===== src/rtl/control_unit_if.sv =====
// Control bundle between the ARM control unit and its data path.
// Memory handshake: MFA is held high by the control unit for the whole access; the access
// completes on the rising edge where MFC is sampled high, and MFA may drop on the next cycle.
interface control_unit_if;
  logic [31:0] IR_Out;
  logic        MFC;
  logic [3:0]  Flags;
  logic        MFA, RW_RAM, SALU, RF_RW, SSAB, SSOP, SMA, STA;
  logic        MAR_EN, SR_EN, MDR_EN, IR_EN, SHT_EN, ISE_EN, SGN_EN;
  logic [1:0]  DSS, WRA, SRA, SRB, SISE, SALUB;
  logic [3:0]  ALUA;

  modport master (
    input  IR_Out, MFC, Flags,
    output MFA, RW_RAM, SALU, RF_RW, SSAB, SSOP, SMA, STA,
    output MAR_EN, SR_EN, MDR_EN, IR_EN, SHT_EN, ISE_EN, SGN_EN,
    output DSS, WRA, SRA, SRB, SISE, SALUB, ALUA
  );

  modport slave (
    output IR_Out, MFC, Flags,
    input  MFA, RW_RAM, SALU, RF_RW, SSAB, SSOP, SMA, STA,
    input  MAR_EN, SR_EN, MDR_EN, IR_EN, SHT_EN, ISE_EN, SGN_EN,
    input  DSS, WRA, SRA, SRB, SISE, SALUB, ALUA
  );
endinterface


===== src/rtl/control_unit.sv =====
// Moore control unit for the ARM data path: fetch, condition check, data processing,
// immediate-offset load/store and B/BL, with a watchdog on every memory wait.
module control_unit #(
  parameter int         MEM_TIMEOUT = 16,
  parameter logic [3:0] ALU_ADD     = 4'b0100,
  parameter logic [3:0] ALU_SUB     = 4'b0010,
  parameter logic [3:0] ALU_PASS_A  = 4'b1100,
  parameter logic [3:0] ALU_PASS_B  = 4'b1101
) (
  input  logic               CLK,
  input  logic               CLR,
  control_unit_if.master     dp,
  output logic               ERR,
  output logic [3:0]         STATE
);

  typedef enum logic [3:0] {
    S_RST  = 4'd0,  S_F1  = 4'd1,  S_F2  = 4'd2,  S_F3   = 4'd3,
    S_DEC  = 4'd4,  S_DP  = 4'd5,  S_LS  = 4'd6,  S_LD1  = 4'd7,
    S_LD2  = 4'd8,  S_ST1 = 4'd9,  S_ST2 = 4'd10, S_BL   = 4'd11,
    S_BR   = 4'd12, S_HALT = 4'd13
  } state_e;

  localparam int WDW = $clog2(MEM_TIMEOUT + 1);
  localparam logic [WDW-1:0] WD_LAST = WDW'(MEM_TIMEOUT - 1);

  state_e         state_q, state_d, done_st;
  logic [WDW-1:0] wd_q, wd_d;
  logic           err_q, err_d;
  logic           in_wait, cond_pass;
  logic           n_f, z_f, c_f, v_f;
  logic           unused_ir;

  assign {n_f, z_f, c_f, v_f} = dp.Flags;
  assign unused_ir = ^{dp.IR_Out[21], dp.IR_Out[19:0]};

  always_comb begin
    cond_pass = 1'b0;
    case (dp.IR_Out[31:28])
      4'h0: cond_pass = z_f;
      4'h1: cond_pass = ~z_f;
      4'h2: cond_pass = c_f;
      4'h3: cond_pass = ~c_f;
      4'h4: cond_pass = n_f;
      4'h5: cond_pass = ~n_f;
      4'h6: cond_pass = v_f;
      4'h7: cond_pass = ~v_f;
      4'h8: cond_pass = c_f & ~z_f;
      4'h9: cond_pass = ~c_f | z_f;
      4'hA: cond_pass = (n_f == v_f);
      4'hB: cond_pass = (n_f != v_f);
      4'hC: cond_pass = ~z_f & (n_f == v_f);
      4'hD: cond_pass = z_f | (n_f != v_f);
      4'hE: cond_pass = 1'b1;
      default: cond_pass = 1'b0;
    endcase
  end

  always_comb begin
    state_d = state_q;
    wd_d    = '0;
    err_d   = err_q;
    in_wait = 1'b0;
    done_st = S_F1;
    case (state_q)
      S_RST: state_d = S_F1;
      S_F1:  state_d = S_F2;
      S_F2:  state_d = S_F3;
      S_F3:  begin in_wait = 1'b1; done_st = S_DEC; end
      S_DEC: begin
        if (!cond_pass)                        state_d = S_F1;
        else if (dp.IR_Out[27:26] == 2'b00)    state_d = S_DP;
        else if (dp.IR_Out[27:25] == 3'b010)   state_d = S_LS;
        else if (dp.IR_Out[27:25] == 3'b101)   state_d = dp.IR_Out[24] ? S_BL : S_BR;
        else                                   state_d = S_F1;
      end
      S_DP:   state_d = S_F1;
      S_LS:   state_d = dp.IR_Out[20] ? S_LD1 : S_ST1;
      S_LD1:  begin in_wait = 1'b1; done_st = S_LD2; end
      S_LD2:  state_d = S_F1;
      S_ST1:  state_d = S_ST2;
      S_ST2:  begin in_wait = 1'b1; done_st = S_F1; end
      S_BL:   state_d = S_BR;
      S_BR:   state_d = S_F1;
      S_HALT: state_d = S_HALT;
      default: state_d = S_RST;
    endcase
    // MFC wins over the watchdog, so completion on the last allowed cycle is still good.
    if (in_wait) begin
      if (dp.MFC) begin
        state_d = done_st;
      end else if (wd_q == WD_LAST) begin
        err_d   = 1'b1;
        state_d = S_HALT;
      end else begin
        wd_d = wd_q + 1'b1;
      end
    end
  end

  always_ff @(posedge CLK or negedge CLR) begin
    if (!CLR) begin
      state_q <= S_RST;
      wd_q    <= '0;
      err_q   <= 1'b0;
    end else begin
      state_q <= state_d;
      wd_q    <= wd_d;
      err_q   <= err_d;
    end
  end

  assign ERR   = err_q;
  assign STATE = state_q;

  always_comb begin
    dp.MFA = 1'b0;    dp.RW_RAM = 1'b0; dp.SALU = 1'b0;   dp.RF_RW = 1'b0;
    dp.SSAB = 1'b0;   dp.SSOP = 1'b0;   dp.SMA = 1'b0;    dp.STA = 1'b0;
    dp.MAR_EN = 1'b0; dp.SR_EN = 1'b0;  dp.MDR_EN = 1'b0; dp.IR_EN = 1'b0;
    dp.SHT_EN = 1'b0; dp.ISE_EN = 1'b0; dp.SGN_EN = 1'b0;
    dp.DSS = 2'd0;    dp.WRA = 2'd0;    dp.SRA = 2'd0;    dp.SRB = 2'd0;
    dp.SISE = 2'd0;   dp.SALUB = 2'd0;  dp.ALUA = 4'd0;
    case (state_q)
      S_F1: begin
        dp.SRA = 2'd1; dp.ALUA = ALU_PASS_A; dp.MAR_EN = 1'b1;
      end
      S_F2: begin
        dp.SRA = 2'd1; dp.SALUB = 2'd1; dp.ALUA = ALU_ADD; dp.WRA = 2'd1; dp.RF_RW = 1'b1;
        dp.MFA = 1'b1; dp.RW_RAM = 1'b1;
      end
      S_F3: begin
        dp.MFA = 1'b1; dp.RW_RAM = 1'b1; dp.IR_EN = dp.MFC;
      end
      S_DP: begin
        dp.SALU = 1'b1; dp.SRB = 2'd3; dp.SSOP = ~dp.IR_Out[25]; dp.ISE_EN = dp.IR_Out[25];
        dp.SHT_EN = 1'b1; dp.SALUB = 2'd3; dp.SR_EN = dp.IR_Out[20];
        dp.RF_RW = (dp.IR_Out[24:23] != 2'b10);
      end
      S_LS: begin
        dp.ISE_EN = 1'b1; dp.SALUB = 2'd3; dp.MAR_EN = 1'b1;
        dp.ALUA = dp.IR_Out[23] ? ALU_ADD : ALU_SUB;
      end
      S_LD1: begin
        dp.MFA = 1'b1; dp.RW_RAM = 1'b1; dp.DSS = {1'b0, dp.IR_Out[22]}; dp.SMA = 1'b1;
        dp.SGN_EN = 1'b1; dp.MDR_EN = dp.MFC;
      end
      S_LD2: begin
        dp.ALUA = ALU_PASS_B; dp.RF_RW = 1'b1;
      end
      S_ST1: begin
        dp.SRA = 2'd3; dp.ALUA = ALU_PASS_A; dp.MDR_EN = 1'b1;
      end
      S_ST2: begin
        dp.MFA = 1'b1; dp.DSS = {1'b0, dp.IR_Out[22]};
      end
      S_BL: begin
        dp.SRA = 2'd1; dp.ALUA = ALU_PASS_A; dp.WRA = 2'd2; dp.RF_RW = 1'b1;
      end
      S_BR: begin
        dp.SRA = 2'd1; dp.SALUB = 2'd2; dp.ALUA = ALU_ADD; dp.WRA = 2'd1; dp.RF_RW = 1'b1;
      end
      default: ;
    endcase
  end

endmodule


===== src/flat_wrapper.sv =====
// flat-port wrapper written by rule: the top's interface ports become plain ports
module control_unit_flat 
#(
  parameter int         MEM_TIMEOUT = 16,
  parameter logic [3:0] ALU_ADD     = 4'b0100,
  parameter logic [3:0] ALU_SUB     = 4'b0010,
  parameter logic [3:0] ALU_PASS_A  = 4'b1100,
  parameter logic [3:0] ALU_PASS_B  = 4'b1101
)
  (CLK, CLR, ERR, STATE, dp_IR_Out, dp_MFC, dp_Flags, dp_MFA, dp_RW_RAM, dp_SALU, dp_RF_RW, dp_SSAB, dp_SSOP, dp_SMA, dp_STA, dp_MAR_EN, dp_SR_EN, dp_MDR_EN, dp_IR_EN, dp_SHT_EN, dp_ISE_EN, dp_SGN_EN, dp_DSS, dp_WRA, dp_SRA, dp_SRB, dp_SISE, dp_SALUB, dp_ALUA);
  control_unit_if dp_i ();
  input  logic CLK;
  input  logic CLR;
  output logic ERR;
  output logic [3:0] STATE;
  input wire logic [$bits(dp_i.IR_Out)-1:0] dp_IR_Out;
  input wire logic [$bits(dp_i.MFC)-1:0] dp_MFC;
  input wire logic [$bits(dp_i.Flags)-1:0] dp_Flags;
  output wire logic [$bits(dp_i.MFA)-1:0] dp_MFA;
  output wire logic [$bits(dp_i.RW_RAM)-1:0] dp_RW_RAM;
  output wire logic [$bits(dp_i.SALU)-1:0] dp_SALU;
  output wire logic [$bits(dp_i.RF_RW)-1:0] dp_RF_RW;
  output wire logic [$bits(dp_i.SSAB)-1:0] dp_SSAB;
  output wire logic [$bits(dp_i.SSOP)-1:0] dp_SSOP;
  output wire logic [$bits(dp_i.SMA)-1:0] dp_SMA;
  output wire logic [$bits(dp_i.STA)-1:0] dp_STA;
  output wire logic [$bits(dp_i.MAR_EN)-1:0] dp_MAR_EN;
  output wire logic [$bits(dp_i.SR_EN)-1:0] dp_SR_EN;
  output wire logic [$bits(dp_i.MDR_EN)-1:0] dp_MDR_EN;
  output wire logic [$bits(dp_i.IR_EN)-1:0] dp_IR_EN;
  output wire logic [$bits(dp_i.SHT_EN)-1:0] dp_SHT_EN;
  output wire logic [$bits(dp_i.ISE_EN)-1:0] dp_ISE_EN;
  output wire logic [$bits(dp_i.SGN_EN)-1:0] dp_SGN_EN;
  output wire logic [$bits(dp_i.DSS)-1:0] dp_DSS;
  output wire logic [$bits(dp_i.WRA)-1:0] dp_WRA;
  output wire logic [$bits(dp_i.SRA)-1:0] dp_SRA;
  output wire logic [$bits(dp_i.SRB)-1:0] dp_SRB;
  output wire logic [$bits(dp_i.SISE)-1:0] dp_SISE;
  output wire logic [$bits(dp_i.SALUB)-1:0] dp_SALUB;
  output wire logic [$bits(dp_i.ALUA)-1:0] dp_ALUA;
  assign dp_i.IR_Out = dp_IR_Out;
  assign dp_i.MFC = dp_MFC;
  assign dp_i.Flags = dp_Flags;
  assign dp_MFA = dp_i.MFA;
  assign dp_RW_RAM = dp_i.RW_RAM;
  assign dp_SALU = dp_i.SALU;
  assign dp_RF_RW = dp_i.RF_RW;
  assign dp_SSAB = dp_i.SSAB;
  assign dp_SSOP = dp_i.SSOP;
  assign dp_SMA = dp_i.SMA;
  assign dp_STA = dp_i.STA;
  assign dp_MAR_EN = dp_i.MAR_EN;
  assign dp_SR_EN = dp_i.SR_EN;
  assign dp_MDR_EN = dp_i.MDR_EN;
  assign dp_IR_EN = dp_i.IR_EN;
  assign dp_SHT_EN = dp_i.SHT_EN;
  assign dp_ISE_EN = dp_i.ISE_EN;
  assign dp_SGN_EN = dp_i.SGN_EN;
  assign dp_DSS = dp_i.DSS;
  assign dp_WRA = dp_i.WRA;
  assign dp_SRA = dp_i.SRA;
  assign dp_SRB = dp_i.SRB;
  assign dp_SISE = dp_i.SISE;
  assign dp_SALUB = dp_i.SALUB;
  assign dp_ALUA = dp_i.ALUA;
  control_unit #(.MEM_TIMEOUT(MEM_TIMEOUT), .ALU_ADD(ALU_ADD), .ALU_SUB(ALU_SUB), .ALU_PASS_A(ALU_PASS_A), .ALU_PASS_B(ALU_PASS_B)) u_core (.CLK(CLK), .CLR(CLR), .dp(dp_i), .ERR(ERR), .STATE(STATE));
endmodule

===== config.mk =====
export PLATFORM = sky130hd
export DESIGN_NAME = control_unit_flat
export DESIGN_NICKNAME = d
export VERILOG_FILES = /design/src/rtl/control_unit_if.sv /design/src/rtl/control_unit.sv /design/src/flat_wrapper.sv
export SDC_FILE = /design/constraint.sdc
export NUM_CORES = 1
export LEC_CHECK = 0
export ABC_AREA = 1
export BUFFER_PORTS_ARGS = -buffer_cell sky130_fd_sc_hd__buf_2
export CORE_UTILIZATION = 37
export DETAILED_ROUTE_END_ITERATION = 10
export PLACE_DENSITY = 0.73
export SYNTH_ARGS = -nofsm -noshare
export SYNTH_HDL_FRONTEND = slang
export SYNTH_SLANG_ARGS = --single-unit

===== constraint.sdc =====
create_clock -name CLK -period 1.5 [get_ports CLK]
set_clock_uncertainty 0.2 [all_clocks]
set_input_delay 0.075 -clock CLK [delete_from_list [all_inputs] [get_ports CLK]]
set_output_delay 0.075 -clock CLK [all_outputs]
set_load 0.02 [all_outputs]

==> Word level (Yosys, flattened, before mapping) <==
Index checks and enable logic that the tools add are counted.
{ "op_classes": {"add_sub_neg": 1, "eq_ne": 33, "n_mux": 34, "bitwise_logic": 10, "reduce_logical": 15} }
{ "ops": {"columns": ["operator", "n"], "rows": [
  ["$eq A4 B4 Y1 const B", 13],
  ["$pmux W4 S9", 1],
  ["$eq A4 B3 Y1 const B", 8],
  ["$mux W4", 8],
  ["$eq A4 B2 Y1 const B", 4],
  ["$pmux W4 S4", 1],
  ["$reduce_or A4 Y1", 4],
  ["$mux W5", 3],
  ["$pmux W1 S15", 1],
  ["$mux W1", 10],
  ["$reduce_or A3 Y1", 3],
  ["$eq A4 B1 Y1 const B", 2],
  ["$logic_not A4 Y1", 2],
  ["$pmux W2 S2", 2],
  ["$pmux W4 S2", 1],
  ["$reduce_or A2 Y1", 4],
  ["$mux W3", 2],
  ["$not A1 Y1", 6],
  ["$pmux W1 S2", 3],
  ["$pmux W2 S3", 1],
  ["$add A5 B1 Y5 const B", 1],
  ["$eq A5 B4 Y1 const B", 1],
  ["$eq A3 B2 Y1 const B", 1],
  ["$eq A3 B3 Y1 const B", 1],
  ["other kinds (8)", 10]
]} }
{ "totals": {"register_bits": 10, "inputBits": 39, "output_inout_bits": 36, "elab_cells": 96} }

==> Logic depth before layout (Yosys ltp) <==
Gate-level depths: netlist of the first run.
{ "depth": {"depth_word": 9, "ltp_mapped": 13, "mapped_depth_nobuf": 13} }

==> Worst setup path after synthesis of the first run <==
No wires, ideal clock.
{ "synth_timing": {"path_kind": "flip-flop to output port", "startpoint": "reg u_core.state_q[3] (netlist: u_core.STATE[3])", "endpoint": "out dp_DSS[0]", "arrival_time_ns": 1.760, "slack_ns": -0.535, "path_stages_with_launch": 6, "n_path_buf": 0, "path_cell_list": "dfrtp_1 inv_1 nand2_4 nor2_1 inv_1 a21boi_0"} }
{ "synth_between": {"elab_chain_len": 3, "word_cells_on_any_way": 4, "cone_classes": "2 x eq/ne; 1 x mux; 1 x reduce/logical"} }
{ "synth_lines": {"columns": ["element", "line_no", "rtl"], "rows": [
  ["start, declared", "control_unit.sv:27", "state_e state_q, state_d, done_st;"],
  ["start signal, assigned", "control_unit.sv:107", "state_q <= state_d;"],
  ["$eq A4 B3 Y1 / $eq A4 B4 Y1 (equally long branches)", "control_unit.sv:123", "case (state_q)"],
  ["$reduce_or A2 Y1 (no source line) *", null, null],
  ["$mux W1 *", "control_unit.sv:123", null],
  ["end, declared", "flat_wrapper.sv:34", "output wire logic [$bits(dp_i.DSS)-1:0] dp_DSS;"]
]} }
Mark *: on every way between the ends. The rest lies on a longest branch, timed or not.

==> Worst setup path after layout of the first run <==
{ "layout_timing": {"startpoint": "reg u_core.state_q[3] (netlist: u_core.STATE[3])", "endpoint": "out dp_RF_RW"} }
{ "layout_between": {"elab_chain_len": 3, "word_cells_on_any_way": 7, "cone_classes": "5 x eq/ne; 1 x mux; 1 x reduce/logical"} }
{ "layout_lines": {"columns": ["element", "line_no", "rtl"], "rows": [
  ["$eq A4 B2 Y1 / $eq A4 B4 Y1 (equally long branches)", "control_unit.sv:123", null],
  ["$reduce_or A4 Y1 (no source line)", null, null],
  ["$pmux W1 S2 *", "control_unit.sv:123", null],
  ["end, declared", "flat_wrapper.sv:22", "output wire logic [$bits(dp_i.RF_RW)-1:0] dp_RF_RW;"]
]} }
Marks and branches as above.

==> flow_summary_export.csv, run 1 <==
group,metric,value,unit
outcome,outcome,"finished with violations",
outcome,violations,"negative setup slack",
routing,route.vias.total,1593,
synth,ys_types,28,
synth,syn_avg_cell_area,5.805,um^2
synth,ys_warn_count,0,
global_route,grt_usage,24.78,%
synth,synth_seq_cells,10,
die,rows,19,
place,gp_congestion,0.8083,
global_route,grt_pass1_wl,6147,um
sta,rsz0062_at_grt,"yes",
final_layout,utilization,76.72,%
final_layout,nets,310,
die,die_w,56.02,um
routing,drtAntennaViolNets,0,
global_route,antenna_found_initial,0,
final_layout,stdcell_count,300,
power,power_density,2011,mW/mm^2
routing,first_pass_iters,4,
final_layout,drive_above_1_share,58.74,%
clock_tree,numCtsBuffers,3,
die,die-area,0.003138,mm^2
worst_setup_path,path_common_cell,"nor2_4",
worst_setup_path,cp-end-kind,"output port",
synth,synthCells,186,
routing,drc_errors,0,
die,die_h,56.02,um
die,io_pins,75,
clock_tree,cts_sinks,10,
place,port_buffers,48,
worst_setup_path,max_stage_delay,0.43,ns
clock_tree,clkTransAtPathRegs,0.08,ns
sta,min_period,1.873,ns
global_route,grt_max_degree,11,
synth,synth_xor_area_share,1.622,%
routing,drt_iter0_markers,59,
synth,netlist_area,0.001080,mm^2
place,numPlacedInstances,276,
worst_setup_path,startpoint_type,"flop",
clock_tree,worstSkewPairLatency,0.28,ns
worst_setup_path,worstSetupPathType,"flop to output port",
power,p_leak,1.057,nW
power,ir_drop,2093,uV
synth,synthAdderAreaFrac,1.159,%
worst_setup_path,arrival,1.60,ns
synth,synth_top_family_by_area,"simple AND/OR/NAND/NOR gates",
sta,slew_violations,0,
synth,synthMuxAreaShare,0,%
global_route,grt.overflow.total,0,
worst_setup_path,worstPathMaxFanout,4,
clock_tree,cts_tree,"yes",
worst_setup_path,cp_slowest_cell,"dfrtp_2",
sta,finalHoldViolCount,0,
job,maxCapViolCount,0,
final_layout,syn_to_final_growth,95.94,%
die,coreArea,0.002758,mm^2
clock_tree,cts_buffer_depth,2,
sta,fin_crit_sh,124.9,%
sta,fin_ws,-0.3729,ns
worst_hold_path,hp-class,"input port to flop",
worst_setup_path,path_cells,"inv_4 -> buf_6 -> nand2_2 -> nor2_4 -> nor2_4 -> inv_2 -> nor2_4 -> nand3b_1 -> buf_6",
routing,wire_per_inst,16.36,um
synth,synth-simple-area-share,48.09,%
global_route,grt_pass1_vias,1409,
synth,ys_seq_area_share,23.17,%
die,start_util,39.16,%
place,dp_hpwl,2289,um
final_layout,num_antenna_cells,0,
routing,routed_wl,4907,um
worst_setup_path,crit_required,1.22,ns
routing,via_per_inst,5.310,
sta,max_freq,533.9,MHz
sta,final-setup-viol-count,36,
final_layout,layout_commonest_cell,"nand2_1",
final_layout,mostFrequentLayoutCells,"nand2_1 (34), buf_6 (32), buf_2 (25)",
clock_tree,cts_max_level,1,
synth,synth_compound_area_share,8.343,%
clock_tree,clockRootBuffer,"clkbuf_4",
==> power by group <==
group	switching (mW)	internal (mW)	total, mW
combinational	1.97	1.59	3.56
sequential	0.147	0.344	0.491
clock	0.0993	0.103	0.202
total	2.22	2.04	4.26
==> area by class of cell <==
cell class / instances / area [um^2]
Multi-Input combinational cell: 140 / 942.2
Fill cell: 152 / 641.9
Timing Repair Buffer: 85 / 728.2
Sequential cell: 10 / 255.2
Clock buffer: 4 / 26.28
Inverter: 30 / 125.1
Tap cell: 31 / 38.79
==> cell usage after synthesis <==
cell type  count  area share [%]
a21boi_0       1            0.70
a21boi_1       1            0.70
a21oi_1        4             1.9
a21oi_2        1            0.81
a221oi_1       1            0.81
buf_2          1            0.46
buf_4          9             6.3
clkinv_2       1            0.46
conb_1         1            0.35
dfrtp_1       10              23
ha_1           1             1.2
inv_1         28             9.7
inv_2          1            0.35
nand2_1       49              17
nand2_2        1            0.58
nand2_4        1             1.0
nand3_1       20             9.3
nand3_2        1            0.93
nand3b_1       3             2.1
nor2_1        33              11
nor2_2         1            0.58
nor2_4         2             2.1
nor3_1         4             1.9
nor4_1         2             1.2
o21ai_0        6             2.8
o21bai_1       1            0.70
xnor2_1        1            0.81
xor2_1         1            0.81
==> state kept, by name (all words and copies together), names as in the netlist <==
register,count
u_core.wd_q,5
u_core.STATE,4
u_core.ERR,1
==> routing by layer <==
layer | vias to the layer above | global-route usage [%] | share of wire, %
li1 | 734 | - | -
met1 | 743 | 26.98 | 38
met2 | 100 | 48.13 | 50
met3 | 16 | 3.721 | 8.9
met4 | 0 | 8.014 | 3.1
met5 | - | 0 | 0
==> path summary, 6_finish.rpt <==
kind	depth (start not counted)	start	end	slack, ns
setup / recovery	9	u_core.STATE[3]	dp_RF_RW	-0.37
hold / removal	6	dp_IR_Out[26]	u_core.STATE[2]	0.04
setup reg to reg	8	u_core.STATE[1]	u_core.STATE[2]	-0.28
hold reg to reg	2	u_core.ERR	u_core.ERR	0.26
max in group asynchronous	3	CLR	u_core.STATE[0]	0.15
min in group asynchronous	3	CLR	u_core.wd_q[3]	0.59
==> critical path, delay by kind of cell, from the launching register on <==
kind	cells	cell delay [ns]
simple gates	5	0.48
buf+inv	4	0.42
flops	1	0.43
==> metrics by stage <==
stage                     instance area [um^2]  setup slack, ns  power (mW)  hold WS (ns)  setup TNS, ns
after floorplan                           1172         -0.06455       1.784       -0.4206        -0.3327
after global placement                    1519         -0.05208       2.519       -0.2607        -0.2740
after detailed placement                  1519         -0.07754       2.537       -0.2594        -0.3904
after CTS                                 1863          -0.2714       3.360       0.02185         -4.961
after global routing                      2116          -0.4090       4.390       0.07161         -9.400
final                                     2116          -0.3729       4.256       0.04088         -8.182
==> logic make-up (layout without fill, tap and decap cells) <==
kind of cell | Yosys count | in the layout
DFF | 10 | 10
xor gates and xnor gates | 2 | 2
and+or+nand+nor | 117 | 117
other | 1 | 5
adders and majority gates | 1 | 1
AOI/OAI and AO/OA | 15 | 15
buffers and inverters | 40 | 119
==> what timing repair did <==
action | in CTS | in global routing
endpoints found under the setup margin | 30 | 36
hold endpoints to repair | 15 | 0
gates resized for setup | 70 | 45
setup buffers | 6 | 12
pin swaps | 14 | 11
hold buffers | 3 | 0
No activity file was read; power rests on OpenSTA's default activity.
==> inputs of run 2 (changes only) <==
--- a/config.mk
+++ b/config.mk
@@ -10,6 +10,7 @@
 export CORE_UTILIZATION = 37
 export DETAILED_ROUTE_END_ITERATION = 10
 export PLACE_DENSITY = 0.73
+export REMOVE_ABC_BUFFERS = 1
 export SYNTH_ARGS = -nofsm -noshare
 export SYNTH_HDL_FRONTEND = slang
 export SYNTH_SLANG_ARGS = --single-unit
==> constraint.sdc (replaced) <==
create_clock -name CLK -period 1.5 [get_ports CLK]
set_clock_uncertainty 0.2 [all_clocks]
set_input_delay 0.375 -clock CLK [delete_from_list [all_inputs] [get_ports CLK]]
set_output_delay 0.375 -clock CLK [all_outputs]
set_load 0.02 [all_outputs]
==> run 2 against run 1 <==
Effect of this change: the run still ends with negative setup slack left; clock power shrank 6%; worst hold slack gained 0.22 ns; register-to-register slack lost 0.38 ns; wire length grew 24%; die area is the same; first-iteration DRC count grew to 2.9 times the previous value; largest cell class unchanged.
==> flow_summary_export.csv, run 2 (same netlist as run 1, synthesis figures left out) <==
group,metric,value,unit
worst_setup_path,rr_worst_depth,10,
die,die_w,56.02,um
global_route,grt_pass1_vias,1618,
worst_setup_path,max_stage_delay,0.46,ns
clock_tree,clockRootBuffer,"clkbuf_4",
die,start_util,39.16,%
worst_hold_path,hold_start,"u_core.ERR",
sta,rsz0062_at_grt,"yes",
power,p_switching,2.393,mW
worst_setup_path,worstSetupPathType,"flop to output port",
worst_setup_path,arrival,1.61,ns
final_layout,final_area,0.002222,mm^2
place,placed_cell_area,0.001577,mm^2
power,power_density,2076,mW/mm^2
place,dp_hpwl,2433,um
routing,drc_errors,0,
worst_hold_path,hold_depth,2,
routing,via_per_inst,5.824,
worst_setup_path,worstPathMaxFanout,3,
routing,met3_length,621,um
worst_setup_path,r2r-start,"u_core.STATE[0]",
power,p_comb_share,85.8,%
final_layout,nets,329,
worst_setup_path,crit_required,0.92,ns
power,switching_share,51.87,%
sta,slew_violations,0,
die,die_h,56.02,um
die,die-area,0.003138,mm^2
die,coreArea,0.002758,mm^2
worst_setup_path,path_cells,"inv_4 -> nor2_4 -> nand2_2 -> nor2_4 -> nor2_4 -> inv_2 -> nor2_4 -> nand3b_1 -> buf_6",
global_route,antenna_found_initial,0,
clock_tree,cts_max_level,1,
worst_setup_path,cp-end-kind,"output port",
clock_tree,worstSkewPairLatency,0.27,ns
power,ir_drop,1967,uV
routing,wl_met2,2741,um
global_route,grt_pass1_wl,7058,um
sta,max_freq,457.8,MHz
routing,drt-met1-wl,2192,um
power,pwr-share-seq,10.1,%
final_layout,layout_commonest_cell,"buf_4",
routing,routed_wl,6098,um
job,maxCapViolCount,0,
final_layout,utilization,80.58,%
worst_setup_path,crit_family,"simple AND/OR/NAND/NOR gates",
sta,fin_crit_sh,145.6,%
outcome,violations,"negative setup slack",
worst_hold_path,min_to,"u_core.ERR",
final_layout,largest_register_ffs,5,
final_layout,regMostFlops,"u_core.wd_q",
power,clkPwrFrac,4.1,%
die,io_pins,75,
place,place_ws,-0.3474,ns
clock_tree,clkTransAtPathRegs,0.07,ns
worst_setup_path,r2r-end,"u_core.STATE[0]",
worst_setup_path,path_common_cell,"nor2_4",
power,p_leak,1.150,nW
worst_setup_path,worst-r2r-setup-slack,-0.66,ns
final_layout,num_antenna_cells,0,
sta,final-setup-viol-count,40,
global_route,grt.overflow.total,0,
sta,min_period,2.184,ns
clock_tree,cts_tree,"yes",
routing,drt_iter0_markers,169,
worst_setup_path,cp_slowest_cell,"dfrtp_2",
worst_setup_path,startpoint_type,"flop",
clock_tree,cts_buffer_depth,2,
routing,routed.top_layer,"met4",
global_route,grt_max_degree,11,
worst_setup_path,critPathBufInv,3,
place,gp_congestion,0.8342,
outcome,outcome,"finished with violations",
routing,drtAntennaViolNets,0,
sta,finalHoldViolCount,0,
clock_tree,numCtsBuffers,3,
routing,route.vias.total,1852,
die,rows,19,
power,internal_power,2.220,mW
sta,fin_ws,-0.6845,ns
clock_tree,cts_sinks,10,
routing,wire_per_inst,19.18,um
place,port_buffers,48,
final_layout,mostFrequentLayoutCells,"buf_4 (51), nand2_1 (38), buf_6 (32)",
global_route,grt_usage,28.20,%
routing,first_pass_iters,5,
final_layout,drive_above_1_share,58.54,%
final_layout,syn_to_final_growth,105.8,%
worst_hold_path,hp-class,"flop to flop",
sta,setup_tns,-19.05,ns
## run 2: per-layer routing
metal / vias to the layer above / track usage, %
met5: - / 0
met4: 0 / 13.59
met3: 60 / 6.744
met2: 184 / 51.19
met1: 835 / 30.35
li1: 773 / -
## run 2: how the worst max path moves through the flow
stage / start / endpoint / depth (start not counted)
after global routing: u_core.STATE[1] / dp_RF_RW / 9
after floorplan: u_core.STATE[3] / dp_DSS[0] / 5
after global placement: u_core.STATE[1] / dp_RF_RW / 9
final: u_core.STATE[1] / dp_RF_RW / 9
after CTS: u_core.STATE[1] / dp_ALUA[2] / 9
after detailed placement: u_core.STATE[1] / dp_RF_RW / 9
## run 2: worst reg2reg max path, cell delays in order, from the launching register on
cell and delay [ns]:
dfrtp_2 0.48, buf_4 0.19, nand2_8 0.09, nor2_4 0.05
buf_4 0.13, buf_4 0.13, buf_4 0.14, nor4_4 0.26
nand3_1 0.17, nand2_1 0.14, inv_1 0.07
## run 2: cell type report
| type | count | area, um^2 |
|---|---|---|
| Clock buffer | 3 | 22.52 |
| Tap cell | 31 | 38.79 |
| Fill cell | 142 | 535.5 |
| Inverter | 30 | 125.1 |
| Multi-Input combinational cell | 140 | 913.4 |
| Sequential cell | 10 | 254.0 |
| Timing Repair Buffer | 104 | 868.3 |
## run 2: per-stage QoR
| stage | hold slack (ns) | cells | total power [mW] |
|---|---|---|---|
| after floorplan | -0.1206 | 180 | 1.527 |
| after global placement | 0.03981 | 294 | 2.496 |
| after detailed placement | 0.03789 | 294 | 2.510 |
| after CTS | 0.2362 | 304 | 3.407 |
| after global routing | 0.2660 | 318 | 4.742 |
| final | 0.2624 | 318 | 4.613 |
## run 2: power groups by stage
stage	Sequential [mW]	Combinational [mW]	Clock (mW)
final	0.465	3.96	0.189
after global routing	0.469	4.06	0.209
after floorplan	0.462	1.06	0
after CTS	0.423	2.80	0.180
after global placement	0.396	2.10	0
after detailed placement	0.397	2.11	0
## run 2: repair_timing
item                                   4_1_cts  5_1_grt
endpoints found under the hold margin       10        0
hold buffers                                 1        0
setup endpoints to repair                   38       40
resized for setup                           86       60
setup buffers                                6       15
pin swaps                                   14       15
